$ cat src/rtl/instr_encoder_pkg.sv
// Shared RISC-V opcode constants, instruction formats, immediate range limits
// and encoder FSM states for instr_encoder and its field packer.
package instr_encoder_pkg;

  localparam logic [6:0] OPC_LOAD   = 7'b0000011;
  localparam logic [6:0] OPC_OPIMM  = 7'b0010011;
  localparam logic [6:0] OPC_STORE  = 7'b0100011;
  localparam logic [6:0] OPC_BRANCH = 7'b1100011;

  typedef enum logic [1:0] {
    FMT_I,
    FMT_S,
    FMT_B,
    FMT_NONE
  } fmt_t;

  localparam int IMM_I_MIN = -2048;
  localparam int IMM_I_MAX = 2047;
  localparam int IMM_S_MIN = -2048;
  localparam int IMM_S_MAX = 2047;
  localparam int IMM_B_MIN = -4096;
  localparam int IMM_B_MAX = 4094;

  typedef enum logic [1:0] {
    IDLE,
    PEND,
    FULL
  } state_t;

  function automatic fmt_t opc_fmt(input logic [6:0] op);
    case (op)
      OPC_LOAD, OPC_OPIMM: opc_fmt = FMT_I;
      OPC_STORE:           opc_fmt = FMT_S;
      OPC_BRANCH:          opc_fmt = FMT_B;
      default:             opc_fmt = FMT_NONE;
    endcase
  endfunction

endpackage

$ cat src/rtl/instr_encoder_pack.sv
// Combinational field packer: opcode/registers/funct3/immediate -> 32-bit word,
// plus format-supported and immediate-in-range flags.
module instr_pack
  import instr_encoder_pkg::*;
(
  input  logic [6:0]  opcode,
  input  logic [4:0]  rd,
  input  logic [4:0]  rs1,
  input  logic [4:0]  rs2,
  input  logic [2:0]  funct3,
  input  logic [31:0] imm,
  output logic [31:0] word,
  output logic        fmt_ok,
  output logic        imm_ok
);

  int simm;

  always_comb begin
    simm   = imm;
    word   = '0;
    fmt_ok = 1'b1;
    imm_ok = 1'b1;
    case (opc_fmt(opcode))
      FMT_I: begin
        word   = {imm[11:0], rs1, funct3, rd, opcode};
        imm_ok = (simm >= IMM_I_MIN) && (simm <= IMM_I_MAX);
      end
      FMT_S: begin
        word   = {imm[11:5], rs2, rs1, funct3, imm[4:0], opcode};
        imm_ok = (simm >= IMM_S_MIN) && (simm <= IMM_S_MAX);
      end
      FMT_B: begin
        // imm[0] is implicit zero in branch offsets; it only matters for the range check
        word   = {imm[12], imm[10:5], rs2, rs1, funct3, imm[4:1], imm[11], opcode};
        imm_ok = !imm[0] && (simm >= IMM_B_MIN) && (simm <= IMM_B_MAX);
      end
      default: fmt_ok = 1'b0;
    endcase
  end

endmodule

$ cat src/rtl/instr_encoder.sv
// Packs decoded RISC-V fields into instruction words and streams them to
// instruction memory at consecutive addresses. Define IMM_CHECK_EN to range-check immediates.
module instr_encoder
  import instr_encoder_pkg::*;
#(
  parameter int unsigned ADDR_W    = 8,
  parameter int unsigned BASE_ADDR = 0
) (
  input  logic              clk,
  input  logic              rst,
  input  logic              clr,
  input  logic              in_valid,
  output logic              in_ready,
  input  logic [6:0]        in_opcode,
  input  logic [4:0]        in_rd,
  input  logic [4:0]        in_rs1,
  input  logic [4:0]        in_rs2,
  input  logic [2:0]        in_funct3,
  input  logic [31:0]       in_imm,
  output logic              wr_en,
  input  logic              wr_ready,
  output logic [ADDR_W-1:0] wr_addr,
  output logic [31:0]       wr_data,
  output logic [ADDR_W:0]   wr_count,
  output logic              full,
  output logic              bad_op,
  output logic              imm_err
);

  localparam logic [ADDR_W-1:0] LAST_ADDR = '1;
  localparam logic [ADDR_W-1:0] BASE      = ADDR_W'(BASE_ADDR);

  state_t      state;
  logic [31:0] word;
  logic        fmt_ok, imm_ok, good;
  logic        accept, wr_done, last_done;

  instr_pack u_pack (
    .opcode (in_opcode),
    .rd     (in_rd),
    .rs1    (in_rs1),
    .rs2    (in_rs2),
    .funct3 (in_funct3),
    .imm    (in_imm),
    .word   (word),
    .fmt_ok (fmt_ok),
    .imm_ok (imm_ok)
  );

  assign in_ready  = !rst && !clr && !full && (!wr_en || wr_ready);
  assign accept    = in_valid && in_ready;
  assign wr_done   = wr_en && wr_ready;
  assign last_done = wr_done && (wr_addr == LAST_ADDR);

`ifdef IMM_CHECK_EN
  assign good = fmt_ok && imm_ok;

  always_ff @(posedge clk) begin
    if (rst || clr) imm_err <= 1'b0;
    else            imm_err <= accept && fmt_ok && !imm_ok;
  end
`else
  logic unused_imm_ok;
  assign good          = fmt_ok;
  assign imm_err       = 1'b0;
  assign unused_imm_ok = imm_ok;
`endif

  always_ff @(posedge clk) begin
    if (rst) begin
      state    <= IDLE;
      wr_en    <= 1'b0;
      wr_addr  <= BASE;
      wr_data  <= '0;
      wr_count <= '0;
      full     <= 1'b0;
      bad_op   <= 1'b0;
    end else if (clr) begin
      state    <= IDLE;
      wr_en    <= 1'b0;
      wr_addr  <= BASE;
      wr_count <= '0;
      full     <= 1'b0;
      bad_op   <= 1'b0;
    end else begin
      bad_op <= accept && !fmt_ok;
      if (wr_done) begin
        wr_en    <= 1'b0;
        wr_count <= wr_count + (ADDR_W + 1)'(1);
        if (last_done) begin
          full  <= 1'b1;
          state <= FULL;
        end else begin
          wr_addr <= wr_addr + ADDR_W'(1);
          state   <= IDLE;
        end
      end
      // a bundle accepted alongside the final write has no address left and is discarded
      if (accept && good && !last_done) begin
        wr_en   <= 1'b1;
        wr_data <= word;
        state   <= PEND;
      end
    end
  end

endmodule

$ cat config.mk
export PLATFORM = sky130hd
export DESIGN_NAME = instr_encoder
export DESIGN_NICKNAME = d
export VERILOG_FILES = /design/src/rtl/instr_encoder_pkg.sv /design/src/rtl/instr_encoder_pack.sv /design/src/rtl/instr_encoder.sv
export SDC_FILE = /design/constraint.sdc
export NUM_CORES = 1
export LEC_CHECK = 0
export ABC_AREA = 1
export CORE_ASPECT_RATIO = 1.4
export CORE_MARGIN = 2
export CORE_UTILIZATION = 46
export DETAILED_ROUTE_END_ITERATION = 10
export PLACE_DENSITY_LB_ADDON = 0.25
export SYNTH_ARGS = -nofsm -noshare
export SYNTH_HDL_FRONTEND = slang
export SYNTH_HIERARCHICAL = 1
export SYNTH_SLANG_ARGS = --single-unit
$ cat constraint.sdc
create_clock -name clk -period 2.14 [get_ports clk]
set_input_delay 0.321 -clock clk [delete_from_list [all_inputs] [get_ports clk]]
set_output_delay 0.321 -clock clk [all_outputs]
set_load 0.02 [all_outputs]
==> flow_summary_export.csv <==
group,metric,value,unit
clocking,numCtsBuffers,5,
final_layout,nets,657,
grt,antenna_found_initial,0,
setup_path,rr_startpoint,"wr_addr[1]$_SDFFE_PP0P_",
grt,grt_pass1_wl,11.8,mm
clocking,clk_pin_slew,0.10,ns
final_layout,antenna_cells_inserted,0,
floorplan,pin_count,116,
routing,vias,3110,
routing,initialDrtViolationCount,97,
routing,wl_per_cell,10.4,um
floorplan,rows,35,
clocking,post-cts-setup-buffers,0,
min_path,hold_depth,2,
place,gp_congestion,0.851,
pwr,p_leak,1.83,nW
grt,grt_max_degree,34,
min_path,holdCritStartpoint,"wr_count[2]$_SDFFE_PP0P_",
grt,grt_pass1_vias,2795,
clocking,h-tree-depth,2,
setup_path,path_cells,"clkdlybuf4s50_1 > inv_1 > nand2_1 > nand3_2 > inv_1 > clkdlybuf4s50_1",
floorplan,start_util,48.0,%
timing,clock.fmax,0.505,GHz
synth,synth_area,0.00319,mm^2
synth,syn-instance-count,501,
min_path,min_to,"wr_count[2]$_SDFFE_PP0P_",
floorplan,die_area,0.00764,mm^2
pwr,comb_power_share,11.3,%
synth,yosys_warnings,6,
timing,slew_violations,0,
timing,rsz0062_at_grt,"false",
pwr,clockPowerShare,36.3,%
routing,viasPerCell,4.53,
routing,drcViolationCount,0,
pwr,power_switching_share,23.1,%
clocking,clk_latency,0.30,ns
routing,totalWireLength,7.14,mm
setup_path,cp-end-kind,"output port",
timing,fin_crit,1.98,ns
clocking,holdBufCountCts,0,
clocking,clock_path_buffers,2,
final_layout,drive_above_1_share,8.42,%
clocking,cts_resized,0,
min_path,hold_path_class,"flop to flop",
setup_path,reg2reg_slack,0.40,ns
setup_path,r2r-end,"wr_data[31]$_SDFFE_PP0P_",
pwr,ir_drop,0.262,mV
grt,grtUsageTotal,19.5,%
clocking,clock_sinks,52,
pwr,power.switching,0.428,mW
floorplan,die_w,74.4,um
timing,finalHoldViolations,0,
timing,whs,0.503,ns
final_layout,areaGrowthSynthToFinish,35.1,%
place,portBuffers,95,
floorplan,core,0.00666,mm^2
setup_path,crit_path_max_incr_delay,0.59,ns
setup_path,path_delay_family,"buffers and inverters",
routing,ant_nets,0,
final_layout,nFillCells,608,
timing,finalClockSkew,0.00704,ns
synth,avgSynthCellArea,6.38,um^2
pwr,seqPwrFrac,52.5,%
clocking,cts_tree,"built",
timing,setup_violations,0,
setup_path,worstPathArrival,1.66,ns
run,drv_cap,0,
setup_path,crit_path_max_fanout,3,
final_layout,fin_area,0.00432,mm^2
place,dpl.hpwl,5.54,mm
routing,first_pass_iters,4,
setup_path,worstRegToRegCells,8,
setup_path,startpoint_type,"input pin",
clocking,cts_root_buf,"clkbuf_8",
pwr,powerDensity,429,mW/mm^2
setup_path,cp_num_buf_inv,4,
pwr,p_int,1.43,mW
floorplan,dieHeight,103,um
grt,grt-ovfl-total,0,
status,outcome,"complete, no violations",
place,placed_area,0.00421,mm^2
setup_path,slowest_stage,"clkdlybuf4s50_1",
timing,finalCritPeriodShare,92.6,%
setup_path,cp.required,1.82,ns
setup_path,critPathKind,"input pin to output port",
-- through the flow --
stage | TNS, ns | setup WS, ns | cells | power, mW | util [%]
3_3_place_gp | 0 | 0.0350 | 678 | 1.20 | 63.2
4_1_cts | 0 | 0.148 | 686 | 1.88 | 64.8
6_report | 0 | 0.158 | 686 | 1.85 | 64.8
3_5_place_dp | -0.0254 | -0.0110 | 678 | 1.20 | 63.2
2_1_floorplan | 0 | 0.419 | 502 | 1.10 | -
5_1_grt | 0 | 0.101 | 686 | 1.93 | 64.8
-- cell usage in the layout, fill, tap and decap left out, types with 3 or more instances in the layout --
cell,n
a21oi_1,13
buf_4,11
clkbuf_8,5
clkdlybuf4s50_1,95
conb_1,3
dfxtp_1,52
inv_1,144
inv_2,4
nand2_1,114
nand3_1,10
nand3_4,4
nand4_1,36
nor2_1,49
nor2_4,14
nor3_1,4
nor3b_1,3
o21ai_0,8
o21ai_1,5
o22ai_1,3
-- power by group through the flow --
stage / registers, mW / logic (mW) / clock network [mW]
finish: 0.972 / 0.209 / 0.672
global route: 0.973 / 0.231 / 0.728
floorplan: 0.999 / 0.0997 / 0
global placement: 0.995 / 0.208 / 0
detailed placement: 0.995 / 0.210 / 0
CTS: 0.972 / 0.211 / 0.694
-- routing by layer --
layer	track usage (%)	part of all wire, %	vias up
met4	7.14	2.0	0
met1	21.7	40	1361
met3	3.71	5.1	11
li1	-	-	1653
met2	36.0	52	85
met5	0	0	-
-- tightest hold or removal path, stage by stage (launching register included) --
cell and delay (ns):
dfxtp_1 0.34, inv_1 0.07, a21oi_1 0.05
-- area by class of cell --
| type | instances | area [um^2] | share of cell area [%] |
|---|---|---|---|
| clock buffer | 5 | 68.8 | 1.59 |
| tap | 92 | 115 | 2.67 |
| timing repair buffer | 106 | 1030 | 23.9 |
| inverter | 150 | 568 | 13.2 |
| clock inverter | 3 | 42.5 | 0.986 |
| sequential | 52 | 1040 | 24.1 |
| multi-input combinational | 278 | 1450 | 33.5 |
-- flip-flops by register name, indices dropped and copies added, names as in the netlist --
| register | flops |
|---|---|
| wr_data | 32 |
| full | 1 |
| wr_addr | 8 |
| bad_op | 1 |
| wr_count | 9 |
| wr_en | 1 |
-- worst max path at each step --
stage	slack, ns	end	start	cells after the start
2_1_floorplan	0.42	wr_data[22]$_SDFFE_PP0P_	in_opcode[2]	10
3_3_place_gp	0.03	wr_data[31]$_SDFFE_PP0P_	in_opcode[2]	10
3_5_place_dp	-0.01	wr_data[31]$_SDFFE_PP0P_	in_opcode[2]	10
4_1_cts	0.15	in_ready	wr_ready	6
5_1_grt	0.10	in_ready	wr_ready	6
6_report	0.16	in_ready	wr_ready	6
(Power assumes the default switching activity.)
